`config.mk`:
```
export PLATFORM = sky130hd
export DESIGN_NAME = cache_refill_ctrl
export DESIGN_NICKNAME = d
export VERILOG_FILES = /design/src/rtl/cache_refill_ctrl.sv
export SDC_FILE = /design/constraint.sdc
export NUM_CORES = 1
export LEC_CHECK = 0
export CORE_AREA = 2 2 470 472
export DETAILED_ROUTE_END_ITERATION = 8
export DIE_AREA = 0 0 472 474
export PLACE_DENSITY_LB_ADDON = 0.3
export SETUP_SLACK_MARGIN = 0.1
export SLEW_MARGIN = 25
export SYNTH_ARGS = -nofsm -noshare
export SYNTH_HDL_FRONTEND = slang
export SYNTH_SLANG_ARGS = --single-unit
```
`constraint.sdc`:
```
create_clock -name clk -period 7.1 [get_ports clk]
set_clock_uncertainty 0.2 [all_clocks]
set_input_delay 2.13 -clock clk [delete_from_list [all_inputs] [get_ports clk]]
set_output_delay 2.13 -clock clk [all_outputs]
set_load 0.02 [all_outputs]
```
`src/rtl/cache_refill_ctrl.sv`:
```
// rtl/cache_refill_ctrl.sv - line refill and writeback engine between data cache and memory
//
// On a cache miss this block optionally writes back a dirty victim line and
// then fetches the missing line, one word per beat over a req/ack memory
// bus, returning the assembled line with a one-cycle response pulse.
//
// Ports:
//   clk, rst             clock and asynchronous active-low reset
//   i_miss, i_miss_addr  miss request (level, held until response) and byte address
//   i_evict              dirty victim present (only meaningful with i_miss)
//   i_evict_addr/_data   victim line address and data
//   o_memory_line        filled line returned to the cache
//   o_memory_response    one-cycle pulse: o_memory_line is valid
//   o_busy               high whenever the engine is not idle
//   o_mem_req/_we        beat request, 1 = write beat
//   o_mem_addr/_wdata    word-aligned beat address and write data
//   i_mem_ack            beat completes in the cycle this is high
//   i_mem_rdata          read data, valid with i_mem_ack on a read beat

module cache_refill_ctrl #(
    parameter int LINE_BITS = 512,
    parameter int WORD_BITS = 32,
    parameter int ADDR_BITS = 32
) (
    input  logic                 clk,
    input  logic                 rst,
    input  logic                 i_miss,
    input  logic [ADDR_BITS-1:0] i_miss_addr,
    input  logic                 i_evict,
    input  logic [ADDR_BITS-1:0] i_evict_addr,
    input  logic [LINE_BITS-1:0] i_evict_data,
    output logic [LINE_BITS-1:0] o_memory_line,
    output logic                 o_memory_response,
    output logic                 o_busy,
    output logic                 o_mem_req,
    output logic                 o_mem_we,
    output logic [ADDR_BITS-1:0] o_mem_addr,
    output logic [WORD_BITS-1:0] o_mem_wdata,
    input  logic                 i_mem_ack,
    input  logic [WORD_BITS-1:0] i_mem_rdata
);

    localparam int BEATS    = LINE_BITS / WORD_BITS;
    localparam int BEAT_W   = (BEATS > 1) ? $clog2(BEATS) : 1;
    localparam int WORD_OFF = $clog2(WORD_BITS / 8);

    // Mask clearing the byte-within-line bits of an address.
    localparam logic [ADDR_BITS-1:0] LINE_MASK = ~ADDR_BITS'(LINE_BITS / 8 - 1);
    localparam logic [BEAT_W-1:0]    LAST_BEAT = BEAT_W'(BEATS - 1);

    typedef enum logic [1:0] {
        IDLE = 2'd0,
        WB   = 2'd1,
        FILL = 2'd2,
        RESP = 2'd3
    } state_t;

    state_t                 state_q, state_d;
    logic [BEAT_W-1:0]      beat_q, beat_d;
    logic [ADDR_BITS-1:0]   miss_base_q;
    logic [ADDR_BITS-1:0]   evict_base_q;
    logic [LINE_BITS-1:0]   evict_data_q;
    logic [LINE_BITS-1:0]   line_q;
    logic [ADDR_BITS-1:0]   beat_offset;
    logic                   last_beat;
    logic                   accept_miss;

    assign last_beat   = (beat_q == LAST_BEAT);
    assign accept_miss = (state_q == IDLE) && i_miss;
    // Offset within the line never exceeds the line size, so adding it to an
    // aligned base cannot carry into the tag bits.
    assign beat_offset = ADDR_BITS'({beat_q, {WORD_OFF{1'b0}}});

    // State, beat counter and all latched request data.
    always_ff @(posedge clk or negedge rst) begin
        if (!rst) begin
            state_q      <= IDLE;
            beat_q       <= '0;
            miss_base_q  <= '0;
            evict_base_q <= '0;
            evict_data_q <= '0;
            line_q       <= '0;
        end else begin
            state_q <= state_d;
            beat_q  <= beat_d;
            // Everything the transfer needs is captured here, so the cache
            // may change its miss/evict inputs freely once we leave IDLE.
            if (accept_miss) begin
                miss_base_q  <= i_miss_addr & LINE_MASK;
                evict_base_q <= i_evict_addr & LINE_MASK;
                evict_data_q <= i_evict_data;
            end
            if ((state_q == FILL) && i_mem_ack) begin
                line_q[beat_q*WORD_BITS +: WORD_BITS] <= i_mem_rdata;
            end
        end
    end

    // Next-state and beat counter.
    always_comb begin
        state_d = state_q;
        beat_d  = beat_q;
        case (state_q)
            IDLE: begin
                if (i_miss) begin
                    beat_d  = '0;
                    state_d = i_evict ? WB : FILL;
                end
            end
            WB: begin
                if (i_mem_ack) begin
                    if (last_beat) begin
                        beat_d  = '0;
                        state_d = FILL;
                    end else begin
                        beat_d = beat_q + 1'b1;
                    end
                end
            end
            FILL: begin
                if (i_mem_ack) begin
                    if (last_beat) begin
                        beat_d  = '0;
                        state_d = RESP;
                    end else begin
                        beat_d = beat_q + 1'b1;
                    end
                end
            end
            RESP: begin
                state_d = IDLE;
            end
            default: begin
                state_d = IDLE;
                beat_d  = '0;
            end
        endcase
    end

    // Bus and cache outputs decode only registered state, so they hold steady
    // through stalls and a reset pulls o_mem_req low without waiting for a clock.
    always_comb begin
        o_busy            = (state_q != IDLE);
        o_memory_response = (state_q == RESP);
        o_memory_line     = line_q;
        o_mem_req         = 1'b0;
        o_mem_we          = 1'b0;
        o_mem_addr        = '0;
        o_mem_wdata       = '0;
        case (state_q)
            WB: begin
                o_mem_req   = 1'b1;
                o_mem_we    = 1'b1;
                o_mem_addr  = evict_base_q + beat_offset;
                o_mem_wdata = evict_data_q[beat_q*WORD_BITS +: WORD_BITS];
            end
            FILL: begin
                o_mem_req  = 1'b1;
                o_mem_addr = miss_base_q + beat_offset;
            end
            default: begin
                o_mem_req = 1'b0;
            end
        endcase
    end

endmodule

```
# Yosys cells after proc, flatten, opt, wreduce, memory -nomap -nowiden
# Cells that the tools add are included.
word_totals:
  latchBits: 0
  n_memories: 0
  ram_bits: 0
  elab_cells: 47
  ff_bits: 1082
  out_inout_bits: 580
  input_bits: 613
  romBits: 0
op_classes:
  n_reduce_logical: 8
  shift: 3
  n_bitwise: 0
  mux: 16
  n_addsub: 4
  mul: 0
  div: 0
  eq_ne: 10
  order_cmp: 0
ops:
  columns: ["cell", "count"]
  rows:
  - ["$bwmux W512", 1]
  - ["$shift A32 B34 Y512 const A", 1]
  - ["$shiftx A32 B34 Y512", 1]
  - ["$shiftx A512 B10 Y32", 1]
  - ["$add A32 B6 Y32", 2]
  - ["$pmux W32 S2", 1]
  - ["$neg A9 Y34", 1]
  - ["$mux W32", 1]
  - ["$mux W2", 6]
  - ["$mux W4", 3]
  - ["$ne A2 B2 Y1 const B", 5]
  - ["$pmux W2 S4", 1]
  - ["$pmux W4 S2", 1]
  - ["$reduce_and A5 Y1", 1]
  - ["$add A4 B1 Y4 const B", 1]
  - ["$eq A2 B2 Y1 const B", 2]
  - ["$eq A4 B4 Y1 const B", 1]
  - ["$reduce_bool A2 Y1", 2]
  - ["$reduce_and A3 Y1", 1]
  - ["$eq A2 B1 Y1 const B", 1]
  - ["$logic_and A1 B1 Y1", 2]
  - ["$logic_not A2 Y1", 1]
  - ["$mux W1", 2]
  - ["$ne A2 B1 Y1 const B", 1]
  - ["$reduce_or A2 Y1", 1]

# Longest topological paths before layout
# Gate-level depths: netlist of run 1.
depth:
  word_depth: 4
  ltp_mapped: 13

# Least setup slack after synthesis of run 1
# Ideal clock, no wire load.
synth_path:
  path_kind: "reg-to-output"
  start: "register state_q[1]"
  end: "output o_mem_wdata[9]"
  required_time_ns: 4.770
  setup_slack_ns: 2.721
  stages_incl_launch_ff: 8
  path_buffers: 2
  arrival_time_ns: 2.049
  cell_sequence: "dfrtp_1 inv_1 ha_1 nor2b_1 buf_1 clkbuf_1 o2111ai_1 a21oi_1"
synth_via:
  elab_chain_cells: 2
synth_rtl:
  columns: ["element", "line", "rtl"]
  rows:
  - ["start, declared", "58", "state_t state_q, state_d;"]
  - ["start signal, assigned", "84", "state_q <= state_d;"]
  - ["$eq A2 B1 Y1", "150", "case (state_q)"]
  - ["$mux W32", "150", null]
  - ["end, declared", "38", "output logic [WORD_BITS-1:0] o_mem_wdata,"]
# No other way between the ends.

# Final worst setup path of run 1
layout_path:
  start: "register beat_q[0]"
  end: "output o_mem_wdata[22]"
layout_via:
  elab_chain_cells: 2
layout_rtl:
  columns: ["element", "line", "rtl"]
  rows:
  - ["start, declared", "59", "logic [BEAT_W-1:0] beat_q, beat_d;"]
  - ["start signal, assigned", "85", "beat_q <= beat_d;"]
  - ["$shiftx A512 B10 Y32", "155", "o_mem_wdata = evict_data_q[beat_q*WORD_BITS +: WORD_BITS];"]
  - ["$mux W32", "150", null]
# No other way between the ends.

==> results of run 1 <==
## power groups by stage
stage / clock [mW] / combinational, mW / sequential [mW]
after floorplan: 0 / 5.70 / 9.48
after global placement: 0 / 10.7 / 9.56
after detailed placement: 0 / 10.8 / 9.63
after CTS: 7.36 / 10.9 / 9.53
after global routing: 7.58 / 11.2 / 9.77
final: 7.12 / 10.4 / 9.51
## cell type report
| type | instances | area, um^2 |
|---|---|---|
| antenna | 25 | 62.6 |
| clock buffer | 192 | 3940 |
| clock inverter | 41 | 617 |
| fill | 22300 | 152000 |
| inverter | 138 | 518 |
| multi-input combinational | 2105 | 17500 |
| sequential | 1082 | 27100 |
| tap | 2871 | 3590 |
| timing repair buffer | 1298 | 12900 |
## path summary, 6_finish.rpt
| kind | end | slack, ps | depth (start not counted) |
|---|---|---|---|
| setup / recovery | o_mem_wdata[22] | 750 | 5 |
| hold / removal | o_memory_line[243]$_DFFE_PN0P_ | 270 | 2 |
| setup reg to reg | o_memory_line[261]$_DFFE_PN0P_ | 2130 | 11 |
| hold reg to reg | o_memory_line[243]$_DFFE_PN0P_ | 270 | 2 |
| max in group asynchronous | miss_base_q[13]$_DFFE_PN0P_ | 3990 | 2 |
| min in group asynchronous | evict_data_q[361]$_DFFE_PN0P_ | 1240 | 1 |
## cells in the mapped netlist (all sizes together), types with 2 or more instances
cell,number
a22o,64
a21o,3
nor2,8
nor3,7
and3,8
mux2i,167
o2111ai,2
nor3b,2
a221o,7
ha,11
mux2,565
a21oi,5
dfrtp,1082
nor2b,30
inv,138
o31ai,112
and3b,2
o21ai,253
clkbuf,181
and2,7
nand2b,2
buf,122
nand2,537
nand3,44
mux4,113
o22ai,20
a22oi,43
o211ai,11
nand4,66
and4,2
a311oi,2
## per-stage QoR
step	setup WS (ps)	util	instances	hold slack [ps]	power [mW]
floorplan	2720	-	3628	274	15.2
global placement	1380	0.282	7493	260	20.3
detailed placement	1400	0.282	7493	265	20.5
CTS	519	0.303	7726	278	27.7
global route	544	0.303	7736	291	28.5
finish	749	0.303	7752	274	27.1
## state kept, by name (all words and copies together), names as in the netlist
register and count:
state_q 2, evict_data_q 512, miss_base_q 26, evict_base_q 26
beat_q 4, o_memory_line 512
## worst reg2reg max path: stages (launching register included)
cell	delay [ps]
dfrtp_4	880
buf_12	360
buf_4	370
buf_4	260
inv_1	90
ha_1	440
nor2_4	280
buf_4	580
o211ai_1	290
a21oi_4	160
buf_4	560
mux2i_1	400
## per-layer routing
metal  vias to the layer above  global-route usage
li1                      15100                   -
met1                     17500               0.198
met2                      1254               0.331
met3                       362              0.0638
met4                       116              0.0549
met5                         -                   0
## kinds of logic (layout without fill, tap and decap cells)
family	count (synthesis)	after routing	synth area share
flip-flops	1082	1082	0.584
multiplexers	845	845	0.228
AND/OR/NAND/NOR	721	721	0.0689
AO/OA/AOI/OAI	524	524	0.0736
buffers and inverters	441	1669	0.0406
adder cells (fa/ha/maj)	11	11	0.00297
XOR/XNOR	2	2	0.00119
other	1	27	0.0000809
==> flow_summary.json, run 1 <==
{
  "max_freq_ghz": 0.157,
  "drive_gt1_frac": 0.220,
  "worstReg2RegStart": "beat_q[1]$_DFFE_PN0P_",
  "yosysWarnings": 0,
  "numPortBuffers": 1178,
  "clkTransAtPathRegs_ps": 60,
  "finalCritPeriodShare": 0.894,
  "design_area_um2": 66200,
  "dieArea_um2": 224000,
  "synthToLayoutAreaGrowth_pct": 43.0,
  "clkPwrFrac": 0.263,
  "start_kind": "register",
  "arrival_ps": 4020,
  "required_ps": 4770,
  "gp_congestion": 0.801,
  "drv_slew": 0,
  "routed.top_layer": "met5",
  "finalNetCount": 5383,
  "htree_levels": 4,
  "worstSetupPathType": "reg -> out",
  "grt_usage": 0.182,
  "combPwrFrac": 0.386,
  "synth-seq-cells": 1082,
  "tns_ps": 0,
  "io_pins": 1193,
  "power.internal_mw": 17.2,
  "seqPwrFrac": 0.351,
  "hold_path.class": "reg -> reg",
  "power_density_nw_per_um2": 409,
  "ys_async_sr_fraction": 1.00,
  "wl_met1_mm": 75.8,
  "p_sw_mw": 9.89,
  "die_x_um": 472,
  "crit_buf_inv": 2,
  "first_global_vias": 35500,
  "vias": 34300,
  "rsz0062_at_grt": "no",
  "final_common_cell": "clkdlybuf4s50_1",
  "netlist.area_leader.share": 0.584,
  "post-cts-setup-buffer-count": 0,
  "crit_family": "buffers and inverters",
  "maxCapViolCount": 0,
  "syn_area_um2": 46300,
  "slew-limit-headroom": 0.290,
  "hold_start": "o_memory_line[243]$_DFFE_PN0P_",
  "finalSetupViolations": 0,
  "synth_edf_count": 0,
  "status": "completed",
  "cts.sinks": 1082,
  "critPathSlowestCell": "dfrtp_4",
  "synth_flop_cell": "dfrtp_1",
  "fin_crit_ps": 6350,
  "hold_violations": 0,
  "cts_resized": 0,
  "synth_cells": 3627,
  "dp_hpwl_mm": 156,
  "grt_pass1_wl_mm": 287,
  "clockBufferDepth": 3,
  "synthTopCellsByArea": "dfrtp_1, mux2_2, mux4_2, nand2_1, mux2i_1",
  "met2WireLength_mm": 109,
  "wire_per_inst_um": 26.9,
  "cts-root-buf": "clkbuf_16",
  "p_leak_nw": 27.1,
  "numCtsBuffers": 134,
  "wl_met3_mm": 17.7,
  "crit_fanout": 47,
  "cp-startpoint": "beat_q[0]$_DFFE_PN0P_",
  "placed_area_um2": 61600,
  "irDropWorstVdd_v": 0.000225,
  "core_um2": 219000,
  "drt_iter0_drc": 1800,
  "cp-end-kind": "primary output",
  "die_h_um": 474,
  "antenna_found_initial": 103,
  "worstMarginPinSlew_ps": 1060,
  "viasPerCell": 4.43,
  "cts_tree": "built",
  "worstSkewPairLatency_ps": 770,
  "drc": 0,
  "seq_area_frac_synth": 0.584,
  "grt_overflow": 0,
  "antenna_left": 0,
  "final_cell_mix": "clkdlybuf4s50_1, dfrtp_1, mux2_2",
  "drtPass1Iterations": 5,
  "worstPathCellList": "buf_12 -> mux4_2 -> mux2i_1 -> o22ai_1 -> clkdlybuf4s50_1",
  "synth.distinct_cells": 54,
  "start_util": 0.212,
  "drt_wl_total_mm": 209,
  "netSwitchingFraction": 0.365,
  "grt_max_degree": 139,
  "yosysTopAreaCell": "dfrtp_1",
  "num_rows": 172,
  "cts_hold_buffers": 0,
  "slowest_delay_ps": 860,
  "syn_avg_cell_area_um2": 12.8
}
(Power assumes the default switching activity.)
==> run 2, diff against run 1 <==
SLEW_MARGIN = 10   (was 25)
==> run 2 against run 1 <==
- setup slack improved by 34 ps
- utilization about the same
- global-route usage is essentially flat
- largest power group unchanged
==> flow_summary.json, run 2 (same netlist as run 1, synthesis figures left out) <==
{
  "status": "completed",
  "cts-root-buf": "clkbuf_16",
  "dieArea_um2": 224000,
  "rrSetupSlack_ps": 2070,
  "drv_slew": 0,
  "p_leak_nw": 27.1,
  "maxCapViolCount": 0,
  "setup_slack_ps": 783,
  "drive_gt1_frac": 0.220,
  "clockBufferDepth": 3,
  "numPortBuffers": 1178,
  "irDropWorstVdd_v": 0.000228,
  "grt_max_degree": 139,
  "drtPass1Iterations": 7,
  "final_cell_mix": "clkdlybuf4s50_1, dfrtp_1, mux2_2",
  "crit_buf_inv": 2,
  "start_kind": "register",
  "gp_congestion": 0.801,
  "numCtsBuffers": 133,
  "seqCellArea_um2": 27100,
  "tns_ps": 0,
  "vias": 34300,
  "fill_cells": 22300,
  "cts_hold_buffers": 0,
  "crit_fanout": 34,
  "post-cts-setup-buffer-count": 0,
  "hold_violations": 0,
  "antenna_left": 0,
  "rr_worst_depth": 11,
  "grt_pass1_wl_mm": 288,
  "worstSkewPairLatency_ps": 770,
  "slowest_delay_ps": 880,
  "placed_cells": 7493,
  "finalSetupViolations": 0,
  "cts.sinks": 1082,
  "required_ps": 4770,
  "crit_family": "multiplexers",
  "cts_resized": 0,
  "num_rows": 172,
  "power_density_nw_per_um2": 408,
  "wire_per_inst_um": 26.9,
  "max_freq_ghz": 0.158,
  "reg2reg_to": "o_memory_line[267]$_DFFE_PN0P_",
  "finalNetCount": 5381,
  "cp.depth": 5,
  "critPathSlowestCell": "dfrtp_4",
  "endpoint": "o_mem_wdata[20]",
  "drt_iter0_drc": 1881,
  "hold_path.class": "reg -> reg",
  "antenna_found_initial": 90,
  "io_pins": 1193,
  "cp-end-kind": "primary output",
  "power_mw": 27.0,
  "synthToLayoutAreaGrowth_pct": 42.8,
  "arrival_ps": 3990,
  "drc": 0,
  "worstMarginPinSlew_ps": 1260,
  "start_util": 0.212,
  "die_x_um": 472,
  "worstPathCellList": "buf_4 -> mux4_2 -> mux2i_1 -> o22ai_1 -> clkdlybuf4s50_1",
  "finalCritPeriodShare": 0.890,
  "first_global_vias": 35500,
  "cp-startpoint": "beat_q[1]$_DFFE_PN0P_",
  "core_um2": 219000,
  "die_h_um": 474,
  "htree_levels": 4,
  "viasPerCell": 4.42,
  "grt_usage": 0.182,
  "dp_hpwl_mm": 156,
  "grt_overflow": 0,
  "fin_crit_ps": 6320,
  "final_common_cell": "clkdlybuf4s50_1",
  "slew-limit-headroom": 0.161,
  "worstSetupPathType": "reg -> out",
  "clkTransAtPathRegs_ps": 60,
  "multi_input_area_um2": 17500,
  "dp_slack_ps": 1410,
  "rsz0062_at_grt": "no",
  "drt_wl_total_mm": 208,
  "worstReg2RegStart": "beat_q[1]$_DFFE_PN0P_",
  "fin_cells": 7753,
  "cts_tree": "built"
}
## run 2: changes by cell type in the layout (fill, tap and decap cells not counted), sizes merged
cell | before | now
buf | 138 | 137
clkbuf | 192 | 185
bufinv | 9 | 10
clkinv | 21 | 28
inv | 147 | 146
diode | 25 | 27
## run 2: cell type report
cell class              count  share of cell area
multi-input cells        2105               0.265
flip-flops and latches   1082               0.409
clock inverters            48              0.0104
repair buffers           1297               0.194
inverters                 138             0.00783
clock buffers             185              0.0577
well taps                2871              0.0543
diodes                     27             0.00102
## run 2: per-layer routing
| metal | vias to the layer above | track usage | wire length [um] |
|---|---|---|---|
| met5 | - | 0 | 623 |
| met4 | 98 | 0.0538 | 6070 |
| met3 | 354 | 0.0641 | 17100 |
| met2 | 1218 | 0.328 | 107000 |
| met1 | 17500 | 0.200 | 77100 |
| li1 | 15100 | - | - |
## run 2: worst min path at each step
stage | depth (start not counted) | from | end | slack [ps]
final | 2 | o_memory_line[300]$_DFFE_PN0P_ | o_memory_line[300]$_DFFE_PN0P_ | 270
after CTS | 2 | o_memory_line[482]$_DFFE_PN0P_ | o_memory_line[482]$_DFFE_PN0P_ | 280
after global placement | 2 | o_memory_line[184]$_DFFE_PN0P_ | o_memory_line[184]$_DFFE_PN0P_ | 260
after global routing | 2 | o_memory_line[315]$_DFFE_PN0P_ | o_memory_line[315]$_DFFE_PN0P_ | 290
after floorplan | 1 | evict_data_q[473]$_DFFE_PN0P_ | evict_data_q[473]$_DFFE_PN0P_ | 270
after detailed placement | 2 | o_memory_line[482]$_DFFE_PN0P_ | o_memory_line[482]$_DFFE_PN0P_ | 270
## run 2: through the flow
stage | hold WS, ps | instance area [um^2] | utilization
4_1_cts | 278 | 66100 | 0.302
3_3_place_gp | 260 | 61600 | 0.282
6_report | 275 | 66200 | 0.303
3_5_place_dp | 265 | 61600 | 0.282
5_1_grt | 288 | 66100 | 0.302
2_1_floorplan | 274 | 46300 | -
## run 2: power breakdown
part,internal [mW],switching (mW)
sequential,8.23,1.27
combinational,4.72,5.68
clock,4.15,2.90
## run 2: worst register-to-register path: cells and delay by family (launching register included)
kind | cells | cell delay, ps
buf+inv | 6 | 2250
flops | 1 | 880
fa+ha+maj | 1 | 440
mux | 1 | 410
simple gates | 1 | 290
compound gates | 2 | 460
